### config.mk
export PLATFORM = sky130hd
export DESIGN_NAME = can_frame_receiver_flat
export DESIGN_NICKNAME = d
export VERILOG_FILES = /design/src/rtl/can_frame_receiver_if.sv /design/src/rtl/can_frame_receiver.sv /design/src/flat_wrapper.sv
export SDC_FILE = /design/constraint.sdc
export NUM_CORES = 1
export LEC_CHECK = 0
export BUFFER_PORTS_ARGS = -buffer_cell sky130_fd_sc_hd__buf_2
export CAP_MARGIN = 20
export CORE_MARGIN = 10
export CORE_UTILIZATION = 43
export CTS_BUF_LIST = sky130_fd_sc_hd__clkbuf_8
export DETAILED_ROUTE_END_ITERATION = 10
export PLACE_DENSITY = 0.61
export SETUP_SLACK_MARGIN = 0.3
export SYNTH_ARGS = -nofsm -noshare
export SYNTH_HDL_FRONTEND = slang
export SYNTH_SLANG_ARGS = --single-unit
### constraint.sdc
create_clock -name clk -period 12.4 [get_ports clk]
set_input_delay 2.48 -clock clk [delete_from_list [all_inputs] [get_ports clk]]
set_output_delay 2.48 -clock clk [all_outputs]
set_load 0.05 [all_outputs]
### src/rtl/can_frame_receiver_if.sv
// Bus-side and decoded-frame signals of the CAN receive path.
// The bench or top level holds the master end; the receiver holds the slave end.
interface can_frame_receiver_if;
    logic        i_sample_en;
    logic        i_rx_bus;
    logic        o_ack_drive;
    logic [10:0] o_rx_id;
    logic        o_rx_rtr;
    logic [3:0]  o_rx_dlc;
    logic [63:0] o_rx_data;
    logic        o_frame_valid;
    logic        o_crc_error;
    logic        o_stuff_error;
    logic        o_form_error;
    logic        o_busy;

    modport master (
        output i_sample_en, i_rx_bus,
        input  o_ack_drive, o_rx_id, o_rx_rtr, o_rx_dlc, o_rx_data,
        input  o_frame_valid, o_crc_error, o_stuff_error, o_form_error, o_busy
    );

    modport slave (
        input  i_sample_en, i_rx_bus,
        output o_ack_drive, o_rx_id, o_rx_rtr, o_rx_dlc, o_rx_data,
        output o_frame_valid, o_crc_error, o_stuff_error, o_form_error, o_busy
    );
endinterface

### src/rtl/can_frame_receiver.sv
// CAN 2.0A receive path: bus integration, destuffing, field decode, CRC-15 check and ACK drive.
// All bit-level state advances only on the sample-point strobe.
module can_frame_receiver #(
    parameter int IDLE_BITS = 11
) (
    input  logic                clk,
    input  logic                rst,
    can_frame_receiver_if.slave bus
);
    localparam int          CNT_W    = $clog2(IDLE_BITS + 1);
    localparam logic [14:0] CRC_POLY = 15'h4599;

    typedef enum logic [3:0] {
        S_INTEG, S_IDLE, S_ID, S_CTRL, S_DATA, S_CRC,
        S_CRC_DEL, S_ACK_SLOT, S_ACK_DEL, S_EOF, S_ERROR
    } state_e;

    state_e           r_state,       w_state_next;
    logic [CNT_W-1:0] r_rec_cnt,     w_rec_cnt_next;
    logic [6:0]       r_bit_cnt,     w_bit_cnt_next;
    logic [6:0]       r_nbits,       w_nbits_next;
    logic [2:0]       r_run_len,     w_run_len_next;
    logic             r_last_bit,    w_last_bit_next;
    logic [14:0]      r_crc,         w_crc_next;
    logic [14:0]      r_crc_rx,      w_crc_rx_next;
    logic             r_crc_bad,     w_crc_bad_next;
    logic [10:0]      r_id,          w_id_next;
    logic             r_rtr,         w_rtr_next;
    logic [3:0]       r_dlc,         w_dlc_next;
    logic [63:0]      r_data,        w_data_next;
    logic             r_ack,         w_ack_next;
    logic             r_frame_valid, w_frame_valid_next;
    logic             r_crc_error,   w_crc_error_next;
    logic             r_stuff_error, w_stuff_error_next;
    logic             r_form_error,  w_form_error_next;

    logic       w_bit;
    logic       w_err_stuff;
    logic       w_err_form;
    logic       w_err_crc;
    logic [3:0] w_dlc_shift;
    logic [3:0] w_bytes;

    function automatic logic [14:0] crc_step(input logic [14:0] crc, input logic b);
        logic fb;
        fb = b ^ crc[14];
        return {crc[13:0], 1'b0} ^ (fb ? CRC_POLY : 15'h0000);
    endfunction

    assign w_bit       = bus.i_rx_bus;
    assign w_dlc_shift = {r_dlc[2:0], w_bit};
    assign w_bytes     = (w_dlc_shift > 4'd8) ? 4'd8 : w_dlc_shift;

    always_comb begin
        w_state_next       = r_state;
        w_rec_cnt_next     = r_rec_cnt;
        w_bit_cnt_next     = r_bit_cnt;
        w_nbits_next       = r_nbits;
        w_run_len_next     = r_run_len;
        w_last_bit_next    = r_last_bit;
        w_crc_next         = r_crc;
        w_crc_rx_next      = r_crc_rx;
        w_crc_bad_next     = r_crc_bad;
        w_id_next          = r_id;
        w_rtr_next         = r_rtr;
        w_dlc_next         = r_dlc;
        w_data_next        = r_data;
        w_ack_next         = r_ack;
        w_frame_valid_next = 1'b0;
        w_crc_error_next   = 1'b0;
        w_stuff_error_next = 1'b0;
        w_form_error_next  = 1'b0;
        w_err_stuff        = 1'b0;
        w_err_form         = 1'b0;
        w_err_crc          = 1'b0;

        if (bus.i_sample_en) begin
            case (r_state)
                S_INTEG, S_ERROR: begin
                    if (!w_bit) begin
                        w_rec_cnt_next = '0;
                    end else if (r_rec_cnt == CNT_W'(IDLE_BITS - 1)) begin
                        w_rec_cnt_next = '0;
                        w_state_next   = S_IDLE;
                    end else begin
                        w_rec_cnt_next = r_rec_cnt + CNT_W'(1);
                    end
                end
                S_IDLE: begin
                    if (!w_bit) begin
                        w_state_next    = S_ID;
                        w_run_len_next  = 3'd1;
                        w_last_bit_next = 1'b0;
                        w_crc_next      = crc_step(15'h0000, 1'b0);
                        w_bit_cnt_next  = '0;
                        w_id_next       = '0;
                        w_rtr_next      = 1'b0;
                        w_dlc_next      = '0;
                        w_data_next     = '0;
                        w_crc_rx_next   = '0;
                        w_crc_bad_next  = 1'b0;
                    end
                end
                S_ID, S_CTRL, S_DATA, S_CRC: begin
                    if (r_run_len == 3'd5) begin
                        // Stuff bit: must differ from the run, feeds nothing but the run tracker.
                        w_err_stuff     = (w_bit == r_last_bit);
                        w_run_len_next  = 3'd1;
                        w_last_bit_next = w_bit;
                    end else begin
                        w_run_len_next  = (w_bit == r_last_bit) ? r_run_len + 3'd1 : 3'd1;
                        w_last_bit_next = w_bit;
                        w_bit_cnt_next  = r_bit_cnt + 7'd1;
                        if (r_state != S_CRC) begin
                            w_crc_next = crc_step(r_crc, w_bit);
                        end
                        case (r_state)
                            S_ID: begin
                                w_id_next = {r_id[9:0], w_bit};
                                if (r_bit_cnt == 7'd10) begin
                                    w_state_next   = S_CTRL;
                                    w_bit_cnt_next = '0;
                                end
                            end
                            S_CTRL: begin
                                if (r_bit_cnt == 7'd0) begin
                                    w_rtr_next = w_bit;
                                end
                                if (r_bit_cnt == 7'd1) begin
                                    w_err_form = w_bit;
                                end
                                if (r_bit_cnt >= 7'd3) begin
                                    w_dlc_next = w_dlc_shift;
                                end
                                if (r_bit_cnt == 7'd6) begin
                                    w_bit_cnt_next = '0;
                                    w_nbits_next   = {w_bytes, 3'b000};
                                    w_state_next   = (r_rtr || (w_bytes == 4'd0)) ? S_CRC : S_DATA;
                                end
                            end
                            S_DATA: begin
                                // Bit k of the payload lands at position 63-k: left-aligned, MSB first.
                                w_data_next[~r_bit_cnt[5:0]] = w_bit;
                                if (r_bit_cnt == r_nbits - 7'd1) begin
                                    w_state_next   = S_CRC;
                                    w_bit_cnt_next = '0;
                                end
                            end
                            default: begin
                                w_crc_rx_next = {r_crc_rx[13:0], w_bit};
                                if (r_bit_cnt == 7'd14) begin
                                    w_state_next   = S_CRC_DEL;
                                    w_bit_cnt_next = '0;
                                end
                            end
                        endcase
                    end
                end
                S_CRC_DEL: begin
                    if (!w_bit) begin
                        w_err_form = 1'b1;
                    end else begin
                        w_ack_next     = (r_crc == r_crc_rx);
                        w_crc_bad_next = (r_crc != r_crc_rx);
                        w_state_next   = S_ACK_SLOT;
                    end
                end
                S_ACK_SLOT: begin
                    w_ack_next   = 1'b0;
                    w_state_next = S_ACK_DEL;
                end
                S_ACK_DEL: begin
                    if (!w_bit) begin
                        w_err_form = 1'b1;
                    end else if (r_crc_bad) begin
                        w_err_crc = 1'b1;
                    end else begin
                        w_state_next   = S_EOF;
                        w_bit_cnt_next = '0;
                    end
                end
                S_EOF: begin
                    if (!w_bit) begin
                        w_err_form = 1'b1;
                    end else if (r_bit_cnt == 7'd6) begin
                        w_frame_valid_next = 1'b1;
                        w_state_next       = S_IDLE;
                    end else begin
                        w_bit_cnt_next = r_bit_cnt + 7'd1;
                    end
                end
                default: begin
                    w_state_next = S_INTEG;
                end
            endcase

            if (w_err_stuff || w_err_form || w_err_crc) begin
                w_stuff_error_next = w_err_stuff;
                w_form_error_next  = !w_err_stuff && w_err_form;
                w_crc_error_next   = !w_err_stuff && !w_err_form && w_err_crc;
                w_ack_next         = 1'b0;
                w_rec_cnt_next     = '0;
                w_state_next       = S_ERROR;
            end
        end
    end

    always_ff @(posedge clk or posedge rst) begin
        if (rst) begin
            r_state       <= S_INTEG;
            r_rec_cnt     <= '0;
            r_bit_cnt     <= '0;
            r_nbits       <= '0;
            r_run_len     <= '0;
            r_last_bit    <= 1'b1;
            r_crc         <= '0;
            r_crc_rx      <= '0;
            r_crc_bad     <= 1'b0;
            r_id          <= '0;
            r_rtr         <= 1'b0;
            r_dlc         <= '0;
            r_data        <= '0;
            r_ack         <= 1'b0;
            r_frame_valid <= 1'b0;
            r_crc_error   <= 1'b0;
            r_stuff_error <= 1'b0;
            r_form_error  <= 1'b0;
        end else begin
            r_state       <= w_state_next;
            r_rec_cnt     <= w_rec_cnt_next;
            r_bit_cnt     <= w_bit_cnt_next;
            r_nbits       <= w_nbits_next;
            r_run_len     <= w_run_len_next;
            r_last_bit    <= w_last_bit_next;
            r_crc         <= w_crc_next;
            r_crc_rx      <= w_crc_rx_next;
            r_crc_bad     <= w_crc_bad_next;
            r_id          <= w_id_next;
            r_rtr         <= w_rtr_next;
            r_dlc         <= w_dlc_next;
            r_data        <= w_data_next;
            r_ack         <= w_ack_next;
            r_frame_valid <= w_frame_valid_next;
            r_crc_error   <= w_crc_error_next;
            r_stuff_error <= w_stuff_error_next;
            r_form_error  <= w_form_error_next;
        end
    end

    assign bus.o_ack_drive   = r_ack;
    assign bus.o_rx_id       = r_id;
    assign bus.o_rx_rtr      = r_rtr;
    assign bus.o_rx_dlc      = r_dlc;
    assign bus.o_rx_data     = r_data;
    assign bus.o_frame_valid = r_frame_valid;
    assign bus.o_crc_error   = r_crc_error;
    assign bus.o_stuff_error = r_stuff_error;
    assign bus.o_form_error  = r_form_error;
    assign bus.o_busy        = (r_state != S_INTEG) && (r_state != S_IDLE);
endmodule
### src/flat_wrapper.sv
// flat-port wrapper written by rule: the top's interface ports become plain ports
module can_frame_receiver_flat 
#(
    parameter int IDLE_BITS = 11
)
  (clk, rst, bus_i_sample_en, bus_i_rx_bus, bus_o_ack_drive, bus_o_rx_id, bus_o_rx_rtr, bus_o_rx_dlc, bus_o_rx_data, bus_o_frame_valid, bus_o_crc_error, bus_o_stuff_error, bus_o_form_error, bus_o_busy);
  can_frame_receiver_if bus_i ();
  input  logic clk;
  input  logic rst;
  input wire logic [$bits(bus_i.i_sample_en)-1:0] bus_i_sample_en;
  input wire logic [$bits(bus_i.i_rx_bus)-1:0] bus_i_rx_bus;
  output wire logic [$bits(bus_i.o_ack_drive)-1:0] bus_o_ack_drive;
  output wire logic [$bits(bus_i.o_rx_id)-1:0] bus_o_rx_id;
  output wire logic [$bits(bus_i.o_rx_rtr)-1:0] bus_o_rx_rtr;
  output wire logic [$bits(bus_i.o_rx_dlc)-1:0] bus_o_rx_dlc;
  output wire logic [$bits(bus_i.o_rx_data)-1:0] bus_o_rx_data;
  output wire logic [$bits(bus_i.o_frame_valid)-1:0] bus_o_frame_valid;
  output wire logic [$bits(bus_i.o_crc_error)-1:0] bus_o_crc_error;
  output wire logic [$bits(bus_i.o_stuff_error)-1:0] bus_o_stuff_error;
  output wire logic [$bits(bus_i.o_form_error)-1:0] bus_o_form_error;
  output wire logic [$bits(bus_i.o_busy)-1:0] bus_o_busy;
  assign bus_i.i_sample_en = bus_i_sample_en;
  assign bus_i.i_rx_bus = bus_i_rx_bus;
  assign bus_o_ack_drive = bus_i.o_ack_drive;
  assign bus_o_rx_id = bus_i.o_rx_id;
  assign bus_o_rx_rtr = bus_i.o_rx_rtr;
  assign bus_o_rx_dlc = bus_i.o_rx_dlc;
  assign bus_o_rx_data = bus_i.o_rx_data;
  assign bus_o_frame_valid = bus_i.o_frame_valid;
  assign bus_o_crc_error = bus_i.o_crc_error;
  assign bus_o_stuff_error = bus_i.o_stuff_error;
  assign bus_o_form_error = bus_i.o_form_error;
  assign bus_o_busy = bus_i.o_busy;
  can_frame_receiver #(.IDLE_BITS(IDLE_BITS)) u_core (.clk(clk), .rst(rst), .bus(bus_i));
endmodule
==> qor.csv, run 1 <==
metric,value,unit
Mean Syn Cell Area,8.95,µm²
CTS tree,yes,
Crit. End Element,primary output,
Cells after DPL,1049,
register area,3480,µm²
H-tree Lvls,4,
hold buffers post-CTS,0,
I/O pins,90,
Leak,3.81,nW
initial core utilization,44.3,%
DRT Wirelength,21100,µm
clock tree sinks,139,
worst slew pin tran,1.12,ns
origin of the worst setup path,u_core.r_state[3]$_DFFE_PP0P_,
worst reg-to-reg path cell count,8,
first-pass GRT wire length,33800,µm
post-cts resize count,0,
Clock Latency Late Sink,0.47,ns
cts bufs inserted,17,
Gate power share,40.0,%
remaining antenna violation count,0,
RSZ-0062 raised after global routing,no,
final net count,866,
Internal,887,µW
largest net degree at the start of global routing,86,
Critical Path Source Type,flop,
cell taking the most area after synthesis,dfrtp_1,
Vias,6391,
Reg power frac,37.2,%
global-route usage over all layers,19.0,%
vias in the first global route,6125,
drt first pass iters,5,
Power Dens Cells,199,nW/µm²
terminus of the critical flop-to-flop path,u_core.bus.o_rx_data[12]$_DFFE_PP0P_,
Max Clock Freq,0.232,GHz
post-synthesis cell area,7090,µm²
final setup TNS,0,ns
Min-Delay Path Class,reg2reg,
Final Setup Violations,0,
FF-to-FF setup slack,8.86,ns
average wire per standard cell,19.5,µm
Die ar.,22000,µm²
Placer Congestion,0.862,
min Tclk post-route,4.32,ns
total congestion overflow,0,
Max IR drop VDD,0.106,mV
Crit Path Class,reg2out,
Syn Inst Count,792,
DP HPWL,14200,µm
Synth top area share,48.7,%
"Setup Fix Bufs, Post-CTS",0,
Ys Warns,0,
critical path data arrival time,1.84,ns
Finished Layout Cells,1082,
FP Rows,46,
#FFs+latches synth,139,
drt first-iter violations,747,
Die Wd,148,µm
antenna cells,0,
synth top area cells,"dfrtp_1, o21ai_0, a21oi_1",
Worst Setup EP,bus_o_busy,
sw frac,44.5,%
relative slew slack,24.8,%
Synth Flop Type,dfrtp_1,
Netlist cell types,64,
Post-synth ARST share,100,%
CTS Root Buffer Type,clkbuf_8,
Fillers,1554,
"EDFF count, synth",0,
Worst Skew,0.0179,ns
area of the multi-input gates,3310,µm²
DRC violations left,0,
Max Slew Vio Count,0,
final hold vios,0,
layout cells sized above 1,17.6,%
DR vias/cell,5.91,
Worst-path clk slew,0.08,ns
CP Max Fanout,26,
Max Cap Viol,0,
synth cell count leaders,"o21ai_0, dfrtp_1, nand2_1, a21oi_1, clkbuf_1",
data required time of the worst path,9.92,ns
"Core Util, Final",50.3,%
clock share of power,22.8,%
status,completed,
synthesis-to-layout area growth,13.4,%
most common cell in the netlist,o21ai_0,
R2R Path Start,u_core.r_state[2]$_DFFE_PP0P_,
Mapped Nets,805,
DIE HEIGHT,148,µm
Net Sw Power,712,µW
port bufs,89,
clk buf depth,2,
register area share after synthesis,49.1,%
Tcrit/Tclk final,34.8,%
antenna violations before repair,0,
core area,16000,µm²
==> cell families (layout without fill, tap and decap cells) <==
group                      count (synthesis)  after routing  share of synthesized area, %
adders and majority gates                  9              9                          1.59
and+or+nand+nor                          224            224                          16.1
buffers and inverters                     77            151                          4.41
xor gates and xnor gates                  30             30                          3.92
DFF                                      139            139                          49.1
muxes                                      5              5                         0.776
AOI/OAI and AO/OA                        308            308                          24.1
==> cell type report <==
cell class / instances / area share, %
flip-flops and latches: 139 / 43.3
multi-input cells: 576 / 41.2
repair buffers: 98 / 6.35
clock buffers: 20 / 3.42
well taps: 216 / 3.36
clock inverters: 12 / 1.42
inverters: 21 / 1.04
==> sequential cells by signal (all words and copies together), names as in the netlist <==
signal	flops
u_core.r_rec_cnt	4
u_core.bus.o_rx_data	64
u_core.r_crc	15
u_core.r_nbits	4
u_core.bus.o_rx_rtr	1
u_core.r_run_len	3
u_core.r_crc_bad	1
u_core.bus.o_ack_drive	1
u_core.r_bit_cnt	7
u_core.bus.o_stuff_error	1
u_core.bus.o_form_error	1
u_core.bus.o_crc_error	1
u_core.r_state	4
u_core.bus.o_rx_id	11
u_core.r_crc_rx	15
u_core.bus.o_rx_dlc	4
u_core.r_last_bit	1
u_core.bus.o_frame_valid	1
==> worst min path at each step <==
stage | start | end | slack (ns) | cells after the start
finish | u_core.bus.o_rx_id[10]$_DFFE_PP0P_ | u_core.bus.o_rx_id[10]$_DFFE_PP0P_ | 0.50 | 2
global route | u_core.bus.o_rx_id[10]$_DFFE_PP0P_ | u_core.bus.o_rx_id[10]$_DFFE_PP0P_ | 0.51 | 2
CTS | u_core.bus.o_rx_id[10]$_DFFE_PP0P_ | u_core.bus.o_rx_id[10]$_DFFE_PP0P_ | 0.50 | 2
detailed placement | u_core.bus.o_rx_id[10]$_DFFE_PP0P_ | u_core.bus.o_rx_id[10]$_DFFE_PP0P_ | 0.48 | 2
global placement | u_core.bus.o_rx_id[10]$_DFFE_PP0P_ | u_core.bus.o_rx_id[10]$_DFFE_PP0P_ | 0.48 | 2
floorplan | u_core.r_run_len[2]$_DFFE_PP0P_ | u_core.r_run_len[2]$_DFFE_PP0P_ | 0.46 | 1
==> power groups by stage <==
| stage | Clock [mW] | Combinational [mW] | Sequential [mW] |
|---|---|---|---|
| 6_report | 0.365 | 0.640 | 0.594 |
| 5_1_grt | 0.390 | 0.714 | 0.603 |
| 4_1_cts | 0.372 | 0.634 | 0.592 |
| 3_5_place_dp | 0 | 0.632 | 0.600 |
| 3_3_place_gp | 0 | 0.615 | 0.598 |
| 2_1_floorplan | 0 | 0.472 | 0.602 |
==> critical path, cell delays in order, from the launching register on <==
cell and delay (ns):
dfrtp_1 0.69, or3_1 0.47, buf_2 0.22
==> routing by layer <==
layer	GRT usage, %	routed length (µm)	vias to the layer above
met4	6.29	412	0
met1	24.6	9270	3116
met2	29.5	9690	274
met5	0	0	-
met3	5.61	1680	42
li1	-	-	2959
==> stage by stage <==
step                      power [mW]  hold WS, ns  area (µm²)  setup slack (ns)
after detailed placement        1.23        0.484        7650              7.70
after global routing            1.71        0.513        8050              7.97
final                           1.60        0.499        8050              8.08
after CTS                       1.60        0.502        8040              8.08
after floorplan                 1.07        0.465        7090              6.20
after global placement          1.21        0.480        7640              7.76
==> cells in the final DEF, fill, tap and decap left out, types with 6 or more instances in the layout <==
cell      synthesis  routed
dfrtp_1         138     138
a21oi_1          77      76
o31ai_1          10      10
o21ai_1           5       6
nand2b_1          9       8
and3_1            8       8
inv_1            20      19
clkbuf_8          0      20
o21ai_0         179     178
o22ai_1           6       6
nand2_1          81      81
nand3_1          42      42
nor2_1           21      21
xnor2_1          24      24
nor3_1           17      17
buf_2             4      90
buf_4             1       7
ha_1              9       9
No activity file was read; power rests on OpenSTA's default activity.
==> run 2, diff against run 1 <==
==> constraint.sdc (replaced) <==
create_clock -name clk -period 4.1 [get_ports clk]
set_input_delay 0.82 -clock clk [delete_from_list [all_inputs] [get_ports clk]]
set_output_delay 0.82 -clock clk [all_outputs]
set_load 0.05 [all_outputs]
==> run 2 against run 1 <==
Effect of this change:
- die area unchanged
- first-iteration DRC count decreased by 6.3%
- critical path depth increased by 4
- critical path type is now reg2reg
- utilization increased by 0.20 points
- sequential power increased to 3.0 times the previous value
- largest cell class unchanged
- largest power group unchanged
- routed wire length decreased by 1.3%
- clock power increased to 2.9 times the previous value
- cell count increased by 0.55%
==> qor.csv, run 2 (synthesized netlist as in run 1, its figures left out) <==
metric,value,unit,change
Leak,3.83,nW,+0.52%
total congestion overflow,0,,unchanged
Slowest Stage Delay on Critical Path,0.76,ns,+0.07 ns
I/O pins,90,,unchanged
Die Wd,148,µm,unchanged
worst slew pin tran,0.992,ns,-0.128 ns
most frequent cells in the layout,"o21ai_0, dfrtp_1, buf_2",,
H-tree Lvls,4,,unchanged
drt first-iter violations,700,,-6.3%
final hold vios,0,,unchanged
CTS Root Buffer Type,clkbuf_8,,
"Core Util, Final",50.5,%,+0.20 points
total power,4.82,mW,+200%
largest net degree at the start of global routing,140,,+63%
port bufs,89,,unchanged
Crit Path Class,reg2reg,,
worst setup margin,1.19,ns,-6.89 ns
clk buf depth,2,,unchanged
Hold WS,0.504,ns,+0.00453 ns
Max Cap Viol,0,,unchanged
DR vias/cell,5.83,,-1.3%
Tcrit/Tclk final,71.0,%,
DIE HEIGHT,148,µm,unchanged
"Slowest-stage cell, CP",dfrtp_1,,
initial core utilization,44.3,%,unchanged
CP cell instances,nor4bb_1 -> nand2_1 -> o311ai_4 -> o31ai_4 -> or4_4 -> o211ai_2,,
relative slew slack,33.4,%,+8.6 points
first-pass GRT wire length,33500,µm,-0.96%
data required time of the worst path,4.49,ns,-5.43 ns
RSZ-0062 raised after global routing,no,,
DP HPWL,13700,µm,-3.1%
hold buffers post-CTS,0,,unchanged
Clock Latency Late Sink,0.48,ns,about the same
final setup TNS,0,ns,unchanged
pre-CTS WS,0.992,ns,-6.70 ns
final net count,872,,+0.69%
Crit. End Element,flop,,
"Setup Fix Bufs, Post-CTS",0,,unchanged
CP Max Fanout,22,,-15%
cts bufs inserted,17,,unchanged
Die ar.,22000,µm²,unchanged
Max Slew Vio Count,0,,unchanged
DRC violations left,0,,unchanged
max reg flops,64,,unchanged
remaining antenna violation count,0,,unchanged
layout cells sized above 1,18.0,%,+0.45 points
antenna violations before repair,0,,unchanged
Critical Path Source Type,flop,,
vias in the first global route,6136,,+0.18%
Worst-path clk slew,0.08,ns,about the same
post-cts resize count,0,,unchanged
"most common cell after layout, fill and taps aside",o21ai_0,,
synthesis-to-layout area growth,13.9,%,
Final Setup Violations,0,,unchanged
global-route usage over all layers,18.8,%,-0.15 points
Max Clock Freq,0.344,GHz,
DRT Wirelength,20800,µm,-1.3%
critical path data arrival time,3.30,ns,+1.46 ns
FP Rows,46,,unchanged
drt first pass iters,5,,unchanged
post-route cell area,8080,µm²,+0.40%
Power Dens Cells,596,nW/µm²,+200%
Vias,6341,,-0.78%
Worst Skew,0.0150,ns,-0.00294 ns
Fillers,1505,,-3.2%
Min-Delay Path Class,reg2reg,,
Cells after DPL,1055,,+0.57%
Placer Congestion,0.827,,-4.0%
average wire per standard cell,19.1,µm,-1.8%
DP Area,7700,µm²,+0.72%
core area,16000,µm²,unchanged
Max IR drop VDD,0.260,mV,+150%
CTS tree,yes,,
area of the multi-input gates,3310,µm²,-0.11%
status,completed,,
min Tclk post-route,2.91,ns,
register area,3480,µm²,unchanged
clock tree sinks,139,,unchanged
antenna cells,0,,unchanged
Finished Layout Cells,1088,,+0.55%
## run 2: path summary, 6_finish.rpt
path                                                  from                                  to  slack (ns)  depth (start not counted)
setup / recovery             u_core.r_state[0]$_DFFE_PP0P_     u_core.r_rec_cnt[3]$_DFFE_PP0P_        1.19                          6
hold / removal             u_core.r_run_len[0]$_DFFE_PP0P_     u_core.r_run_len[0]$_DFFE_PP0P_        0.50                          1
setup reg to reg             u_core.r_state[0]$_DFFE_PP0P_     u_core.r_rec_cnt[3]$_DFFE_PP0P_        1.19                          6
hold reg to reg            u_core.r_run_len[0]$_DFFE_PP0P_     u_core.r_run_len[0]$_DFFE_PP0P_        0.50                          1
max in group asynchronous                              rst  u_core.bus.o_frame_valid$_DFF_PP0_        2.99                          3
min in group asynchronous                              rst     u_core.r_bit_cnt[5]$_DFFE_PP0P_        0.57                          3
## run 2: metal layers
| layer | share of wire, % | GRT usage, % |
|---|---|---|
| met5 | 0 | 0 |
| met4 | 1.8 | 6.64 |
| met3 | 8.2 | 5.89 |
| met2 | 47 | 29.8 |
| met1 | 43 | 23.6 |
## run 2: worst max-delay path, delay by kind of cell (launching register included)
family	cells	cell delay, ns
compound gates	3	0.72
simple gates	3	1.34
flops	1	0.76
## run 2: power breakdown
group	internal [mW]	switching [mW]	total (mW)
Combinational	0.652	1.32	1.97
Clock	0.440	0.625	1.07
Sequential	1.52	0.263	1.78
## run 2: final cells by class
cell class	instances	area share [%]
Clock buffer	17	2.90
Inverter	21	1.02
Multi-Input combinational cell	576	41.0
Clock inverter	15	1.64
Sequential cell	139	43.1
Tap cell	216	3.35
Timing Repair Buffer	104	7.06
